<file path="config.mk">
export PLATFORM = sky130hd
export DESIGN_NAME = exe_pipe_stage
export DESIGN_NICKNAME = d
export VERILOG_FILES = /design/src/rtl/exe_pipe_stage_pkg.sv /design/src/rtl/exe_alu.sv /design/src/rtl/exe_pipe_stage.sv
export SDC_FILE = /design/constraint.sdc
export NUM_CORES = 1
export LEC_CHECK = 0
export ABC_AREA = 1
export BUFFER_PORTS_ARGS = -buffer_cell sky130_fd_sc_hd__buf_2
export CORE_ASPECT_RATIO = 1.25
export CORE_UTILIZATION = 64
export DETAILED_ROUTE_END_ITERATION = 10
export GPL_TIMING_DRIVEN = 1
export PLACE_DENSITY = 0.89
export SLEW_MARGIN = 10
export SYNTH_ARGS = -nofsm -noshare
export SYNTH_HDL_FRONTEND = slang
export SYNTH_SLANG_ARGS = --single-unit
</file>
<file path="constraint.sdc">
create_clock -name clk -period 6.4 [get_ports clk]
set_input_delay 0.64 -clock clk [delete_from_list [all_inputs] [get_ports clk]]
set_output_delay 0.64 -clock clk [all_outputs]
set_load 0.1 [all_outputs]
</file>
<file path="src/rtl/exe_pipe_stage_pkg.sv">
// Shared definitions for the execute pipeline stage: command encodings,
// shift-type codes, status bit positions and the sequencing state enum.
// Optional multiplier support is selected with the EXE_MUL_EN macro.
package exe_pipe_stage_pkg;

  // Operation encodings carried on exe_cmd
  localparam logic [3:0] CMD_MOV = 4'b0001;
  localparam logic [3:0] CMD_MVN = 4'b1001;
  localparam logic [3:0] CMD_ADD = 4'b0010;
  localparam logic [3:0] CMD_ADC = 4'b0011;
  localparam logic [3:0] CMD_SUB = 4'b0100;
  localparam logic [3:0] CMD_SBC = 4'b0101;
  localparam logic [3:0] CMD_AND = 4'b0110;
  localparam logic [3:0] CMD_ORR = 4'b0111;
  localparam logic [3:0] CMD_EOR = 4'b1000;
  localparam logic [3:0] CMD_MUL = 4'b1010;

  // Register-operand shift types (shift_operand[6:5])
  localparam logic [1:0] SH_LSL = 2'b00;
  localparam logic [1:0] SH_LSR = 2'b01;
  localparam logic [1:0] SH_ASR = 2'b10;
  localparam logic [1:0] SH_ROR = 2'b11;

  // Bit positions inside status = {N,Z,C,V}
  localparam int ST_N = 3;
  localparam int ST_Z = 2;
  localparam int ST_C = 1;
  localparam int ST_V = 0;

  // IDLE: output register empty; FULL: result waiting for MEM;
  // MUL: iterative multiply running (only exists with EXE_MUL_EN)
  typedef enum logic [1:0] {
    S_IDLE = 2'd0,
    S_FULL = 2'd1
`ifdef EXE_MUL_EN
    , S_MUL = 2'd2
`endif
  } exe_state_t;

endpackage

</file>
<file path="src/rtl/exe_alu.sv">
// Combinational execute datapath: second-operand (Val2) generation, the
// ALU proper and the candidate {N,Z,C,V} flags. Unknown commands yield a
// zero result and pass the incoming flags through unchanged.
module exe_alu
  import exe_pipe_stage_pkg::*;
#(
  parameter int DATA_W = 32
) (
  input  logic [3:0]        exe_cmd,
  input  logic              imm,
  input  logic              mem_r_en,
  input  logic              mem_w_en,
  input  logic [DATA_W-1:0] val_rn,
  input  logic [DATA_W-1:0] val_rm,
  input  logic [11:0]       shift_operand,
  input  logic [3:0]        status_in,
  output logic [DATA_W-1:0] val2,
  output logic [DATA_W-1:0] result,
  output logic [3:0]        flags
);

  localparam int SH_W = $clog2(DATA_W);
  localparam int MSB  = DATA_W - 1;

  logic [2*DATA_W-1:0] rot_src;
  logic [SH_W-1:0]     rot_amt;
  logic [4:0]          sh_amt;
  logic [DATA_W:0]     sum;
  logic [DATA_W-1:0]   opb;
  logic                cin;
  logic                is_arith;
  logic                known;

  // Val2: rotated immediate, raw 12-bit memory offset, or shifted register.
  // Rotates use a doubled copy so the low half holds the wrapped value.
  always_comb begin
    val2    = '0;
    rot_src = '0;
    rot_amt = '0;
    sh_amt  = shift_operand[11:7];
    if (imm) begin
      rot_amt = SH_W'({shift_operand[11:8], 1'b0});
      rot_src = {2{DATA_W'(shift_operand[7:0])}};
      rot_src = rot_src >> rot_amt;
      val2    = rot_src[DATA_W-1:0];
    end else if (mem_r_en || mem_w_en) begin
      val2 = DATA_W'(shift_operand);
    end else begin
      case (shift_operand[6:5])
        SH_LSL:  val2 = val_rm << sh_amt;
        SH_LSR:  val2 = val_rm >> sh_amt;
        SH_ASR:  val2 = $signed(val_rm) >>> sh_amt;
        default: begin
          rot_src = {val_rm, val_rm} >> SH_W'(sh_amt);
          val2    = rot_src[DATA_W-1:0];
        end
      endcase
    end
  end

  // ALU and flags. Subtraction is rn + ~val2 + cin so the carry out is
  // directly the "no borrow" flag.
  always_comb begin
    result   = '0;
    flags    = status_in;
    opb      = val2;
    cin      = 1'b0;
    is_arith = 1'b0;
    known    = 1'b1;
    case (exe_cmd)
      CMD_MOV: result = val2;
      CMD_MVN: result = ~val2;
      CMD_ADD: is_arith = 1'b1;
      CMD_ADC: begin
        is_arith = 1'b1;
        cin      = status_in[ST_C];
      end
      CMD_SUB: begin
        is_arith = 1'b1;
        opb      = ~val2;
        cin      = 1'b1;
      end
      CMD_SBC: begin
        is_arith = 1'b1;
        opb      = ~val2;
        cin      = status_in[ST_C];
      end
      CMD_AND: result = val_rn & val2;
      CMD_ORR: result = val_rn | val2;
      CMD_EOR: result = val_rn ^ val2;
      default: known = 1'b0;
    endcase
    sum = {1'b0, val_rn} + {1'b0, opb} + {{DATA_W{1'b0}}, cin};
    if (is_arith) result = sum[DATA_W-1:0];
    if (known) begin
      flags[ST_N] = result[MSB];
      flags[ST_Z] = (result == '0);
      if (is_arith) begin
        flags[ST_C] = sum[DATA_W];
        flags[ST_V] = (val_rn[MSB] == opb[MSB]) && (result[MSB] != val_rn[MSB]);
      end
    end
  end

endmodule

</file>
<file path="src/rtl/exe_pipe_stage.sv">
// Execute pipeline stage: one-entry output register toward MEM with a
// valid/ready handshake, status register, and optional iterative
// multiplier enabled by the EXE_MUL_EN macro.
//
// Handshake: an operation is accepted when in_valid && in_ready at a rising
// edge (in_ready = !busy && (!out_valid || out_ready) && !flush); a result
// leaves when out_valid && out_ready at a rising edge. Outputs hold while
// out_valid && !out_ready. flush wins over any accept.
module exe_pipe_stage
  import exe_pipe_stage_pkg::*;
#(
  parameter int DATA_W = 32,
  parameter int REG_W  = 4
) (
  input  logic              clk,
  input  logic              rst,
  input  logic              in_valid,
  output logic              in_ready,
  input  logic [3:0]        exe_cmd,
  input  logic              wb_en,
  input  logic              mem_r_en,
  input  logic              mem_w_en,
  input  logic              imm,
  input  logic              s_bit,
  input  logic [REG_W-1:0]  dest,
  input  logic [DATA_W-1:0] pc,
  input  logic [DATA_W-1:0] val_rn,
  input  logic [DATA_W-1:0] val_rm,
  input  logic [11:0]       shift_operand,
  input  logic [23:0]       signed_imm_24,
  input  logic              flush,
  output logic              out_valid,
  input  logic              out_ready,
  output logic              wb_en_o,
  output logic              mem_r_en_o,
  output logic              mem_w_en_o,
  output logic [DATA_W-1:0] alu_result,
  output logic [DATA_W-1:0] st_val,
  output logic [DATA_W-1:0] br_addr,
  output logic [REG_W-1:0]  dest_o,
  output logic [3:0]        status,
  output logic              busy,
  output exe_state_t        state
);

  logic [DATA_W-1:0] alu_res;
  logic [3:0]        alu_flags;
  logic [DATA_W-1:0] br_off;
  logic              accept;

  // Word offset: sign-extend the 24-bit field and scale by 4
  assign br_off   = DATA_W'({{DATA_W{signed_imm_24[23]}}, signed_imm_24, 2'b00});
  assign in_ready = !busy && (!out_valid || out_ready) && !flush;
  assign accept   = in_valid && in_ready;

`ifdef EXE_MUL_EN
  localparam int CNT_W = $clog2(DATA_W);
  logic [DATA_W-1:0] val2;
  logic [DATA_W-1:0] mul_acc;
  logic [DATA_W-1:0] mul_mcand;
  logic [DATA_W-1:0] mul_mplier;
  logic [DATA_W-1:0] acc_next;
  logic [CNT_W-1:0]  mul_cnt;
  logic              mul_s;

  assign acc_next = mul_acc + (mul_mplier[0] ? mul_mcand : '0);
  assign busy     = (state == S_MUL);
`else
  assign busy = 1'b0;
`endif

  exe_alu #(.DATA_W(DATA_W)) u_alu (
    .exe_cmd       (exe_cmd),
    .imm           (imm),
    .mem_r_en      (mem_r_en),
    .mem_w_en      (mem_w_en),
    .val_rn        (val_rn),
    .val_rm        (val_rm),
    .shift_operand (shift_operand),
    .status_in     (status),
`ifdef EXE_MUL_EN
    .val2          (val2),
`else
    .val2          (),
`endif
    .result        (alu_res),
    .flags         (alu_flags)
  );

  // Sequencer and output registers: flush > accept > multiply step > drain
  always_ff @(posedge clk or posedge rst) begin
    if (rst) begin
      state      <= S_IDLE;
      out_valid  <= 1'b0;
      wb_en_o    <= 1'b0;
      mem_r_en_o <= 1'b0;
      mem_w_en_o <= 1'b0;
      alu_result <= '0;
      st_val     <= '0;
      br_addr    <= '0;
      dest_o     <= '0;
      status     <= 4'b0000;
`ifdef EXE_MUL_EN
      mul_acc    <= '0;
      mul_mcand  <= '0;
      mul_mplier <= '0;
      mul_cnt    <= '0;
      mul_s      <= 1'b0;
`endif
    end else if (flush) begin
      state     <= S_IDLE;
      out_valid <= 1'b0;
    end else if (accept) begin
      wb_en_o    <= wb_en;
      mem_r_en_o <= mem_r_en;
      mem_w_en_o <= mem_w_en;
      dest_o     <= dest;
      st_val     <= val_rm;
      br_addr    <= pc + br_off;
`ifdef EXE_MUL_EN
      if (exe_cmd == CMD_MUL) begin
        state      <= S_MUL;
        out_valid  <= 1'b0;
        mul_acc    <= '0;
        mul_mcand  <= val_rn;
        mul_mplier <= val2;
        mul_cnt    <= '0;
        mul_s      <= s_bit;
      end else
`endif
      begin
        state      <= S_FULL;
        out_valid  <= 1'b1;
        alu_result <= alu_res;
        if (s_bit) status <= alu_flags;
      end
`ifdef EXE_MUL_EN
    end else if (state == S_MUL) begin
      // One multiplier bit per cycle; the last step lands in FULL
      mul_acc    <= acc_next;
      mul_mcand  <= mul_mcand << 1;
      mul_mplier <= mul_mplier >> 1;
      mul_cnt    <= mul_cnt + 1'b1;
      if (mul_cnt == CNT_W'(DATA_W - 1)) begin
        state      <= S_FULL;
        out_valid  <= 1'b1;
        alu_result <= acc_next;
        if (mul_s) begin
          status[ST_N] <= acc_next[DATA_W-1];
          status[ST_Z] <= (acc_next == '0);
        end
      end
`endif
    end else if (out_valid && out_ready) begin
      state     <= S_IDLE;
      out_valid <= 1'b0;
    end
  end

endmodule

</file>
==> impl_metrics.py <==
metrics = {
    "outcome": {
        "status": "complete, no violations",
    },
    "power": {
        "p_leak_uw": 0.00912,
        "power_per_cell_area_nw_per_um2": 235,
        "ir_drop_uv": 225,
    },
    "layout": {
        "postLayoutCellArea_um2": 17100,
        "final_common_cell": "nand2_1",
        "area_of_the_multi_input_gates_um2": 11300,
        "fill_cells": 2123,
        "drive_above_1_share_pct": 15.6,
        "sequential_cell_area_um2": 2700,
        "finish.net_count": 3026,
        "flow.area_growth_from_synthesis_pct": 11.0,
        "layout.cells.most_common_list": "nand2_1 (736), nand3_1 (529), buf_2 (259), nor2_1 (177), inv_1 (172)",
        "finished_core_util_pct": 72.2,
    },
    "critical_path": {
        "path_common_cell": "nand3_1",
        "critical_path.max_stage_delay_ps": 520,
        "path_class": "primary input to register",
        "crit_path_end_kind": "register",
        "start_kind": "primary input",
        "data_required_critical_path_ps": 6700,
        "rr_startpoint": "status[1]$_DFFE_PP0P_",
        "critical-path-slowest-cell": "buf_4",
        "crit_fanout": 43,
        "reg2reg_setup_slack_ps": 2440,
        "worst_setup_path_start": "shift_operand[8]",
        "cp.arrival_ps": 6130,
    },
    "timing": {
        "clock_skew_ps": 15.6,
        "setup_tns_ps": 0,
        "final-max-slew-violation-count": 0,
        "final.setup.worst_slack_ps": 566,
        "unrepaired_setup_endpoints_after_global_routing": "false",
        "minimum_clock_period_after_layout_ps": 5830,
        "hold_violations": 0,
        "layout_worst_path_cycle_share_pct": 91.2,
        "setup-violations-final": 0,
        "worst_slew_pin_slew_ps": 1160,
        "fmax_ghz": 0.171,
        "maxSlewHeadroom_pct": 22.8,
    },
    "detailed_routing": {
        "vias_per_cell": 6.52,
        "detail-route-antenna-nets": 0,
        "detail_route.first_pass.iterations": 9,
        "detail_route.iter0.violations": 3042,
        "post_drt_wl_per_cell_um": 21.1,
        "route.detailed.drc": 0,
        "routed_wl_um": 64200,
        "via_count": 19900,
    },
    "floorplan": {
        "fp.coreArea_um2": 23600,
        "core.rowCount": 63,
        "chipHeight_um": 175,
        "initial_core_util_pct": 65.1,
        "boundary_pins": 262,
        "die_width_um": 141,
        "dieArea_um2": 24700,
    },
    "clock_tree": {
        "clk_root_buffer_cell": "clkbuf_16",
        "htree_levels": 3,
        "tritoncts.num_buffers": 9,
        "worst_skew_pair.late_latency_ps": 370,
        "max-clock-path-buffers": 2,
        "clock_sinks": 108,
        "tritoncts": "yes",
        "worst_setup_hold_path_clk_slew_ps": 90,
    },
    "global_route": {
        "grt_antenna_before_repair": 5,
        "first_global_vias": 18100,
        "maximum_number_of_pins_on_one_net_before_global_route_repair": 122,
        "globalRouteTotalUtil_pct": 52.2,
        "grt_remaining_overflow": 0,
        "first_pass_grt_wire_length_um": 99700,
    },
    "yosys": {
        "yosysWarnings": 0,
        "synth-compound-area-share_pct": 13.4,
        "share_of_synthesized_area_spent_on_multiplexers_pct": 0.0650,
        "synth.ff_latch_count": 108,
        "post_synth_xor_area_fraction_pct": 3.13,
        "dominantRegCellSynth": "dfrtp_1",
        "ys_seq_area_share_pct": 17.6,
        "synth_area_per_cell_um2": 6.00,
        "synth_top_family_by_area": "simple AND/OR/NAND/NOR gates",
        "synth_enable_flop_cells": 0,
        "synthArstFlopShare_pct": 100,
        "yosys.cell_types.count": 58,
        "syn-instance-count": 2567,
        "synth_simple_gate_area_share_pct": 46.4,
        "synth-adder-area-share_pct": 10.5,
        "mapped_area_um2": 15400,
    },
    "place": {
        "portBuffers": 259,
        "pre_cts_ws_ps": 258,
        "gp_congestion": 1.21,
        "dpl-instance-area_um2": 16800,
        "post-dp-hpwl_um": 48600,
    },
    "min_path": {
        "hp-class": "primary input to async pin",
    },
    "run": {
        "drv_cap": 0,
    },
}
[state kept, by name (all words and copies together), names as in the netlist]
register / cells
alu_result: 32
br_addr: 32
dest_o: 4
mem_r_en_o: 1
mem_w_en_o: 1
st_val: 32
state: 1
status: 4
wb_en_o: 1
[cell type report]
cell class              count  share of cell area, %
multi-input cells        2139                   66.4
flip-flops and latches    108                   15.8
repair buffers            302                   9.70
inverters                 189                   4.23
well taps                 292                   2.14
clock buffers               9                   1.32
clock inverters             6                  0.337
diodes                      5                 0.0733
[metrics by stage]
stage	hold WS [ps]	power, µW	std cells
floorplan	706	2780	2568
global placement	458	3320	3028
detailed placement	460	3350	3028
CTS	364	3920	3043
global route	397	4190	3048
finish	326	4010	3050
[Yosys cell counts (32+ instances only)]
cell | n | share of area [%]
a21oi_1 | 128 | 4.2
a221oi_1 | 32 | 1.8
buf_2 | 43 | 1.4
clkbuf_1 | 56 | 1.4
dfrtp_1 | 108 | 18
ha_1 | 124 | 10
inv_1 | 175 | 4.3
nand2_1 | 737 | 18
nand2_2 | 41 | 1.7
nand3_1 | 530 | 17
nand4_1 | 34 | 1.4
nor2_1 | 179 | 4.4
o21ai_0 | 100 | 3.3
[cell families (layout without fill, tap and decap cells)]
logic type | Yosys count | in the layout
AOI/OAI and AO/OA | 352 | 352
xor gates and xnor gates | 55 | 55
adders and majority gates | 127 | 127
buffers and inverters | 321 | 506
DFF | 108 | 108
muxes | 1 | 1
other | 1 | 7
and+or+nand+nor | 1602 | 1602
[critical path, delay by kind of cell]
kind / cells / cell delay, ps
buffers and inverters: 4 / 1160
xor gates and xnor gates: 2 / 250
and+or+nand+nor: 17 / 2430
adders and majority gates: 2 / 740
AOI/OAI and AO/OA: 4 / 880
[layer usage]
| layer | vias up | global-route usage (%) | routed length, µm |
|---|---|---|---|
| met2 | 1598 | 78.5 | 27100 |
| met4 | 0 | 45.9 | 7290 |
| met3 | 503 | 17.3 | 7880 |
| li1 | 8996 | - | - |
| met1 | 8795 | 59.2 | 21900 |
| met5 | - | 0.202 | 0 |
[final timing paths]
path	to	cells past startpoint
min reg2reg	br_addr[0]$_DFFE_PP0P_	2
max reg2reg	status[2]$_DFFE_PP0P_	19
max in group asynchronous	alu_result[20]$_DFFE_PP0P_	3
max	status[2]$_DFFE_PP0P_	29
min in group clk	state[0]$_DFFE_PP0P_	2
min	br_addr[23]$_DFFE_PP0P_	2
[where the power goes]
group          internal [µW]  switching (µW)  leakage (µW)  total, µW
combinational            546            2010       0.00762       2560
sequential               806            70.9       0.00136        877
clock                    272             302      0.000140        574
[repair_timing]
item	4_1_cts	5_1_grt
endpoints found under the setup margin	0	1
endpoints found under the hold margin	0	0
buffers inserted	0	2
hold buffers	0	0
resized for setup	0	1
Power figures use the tool's default switching activity.
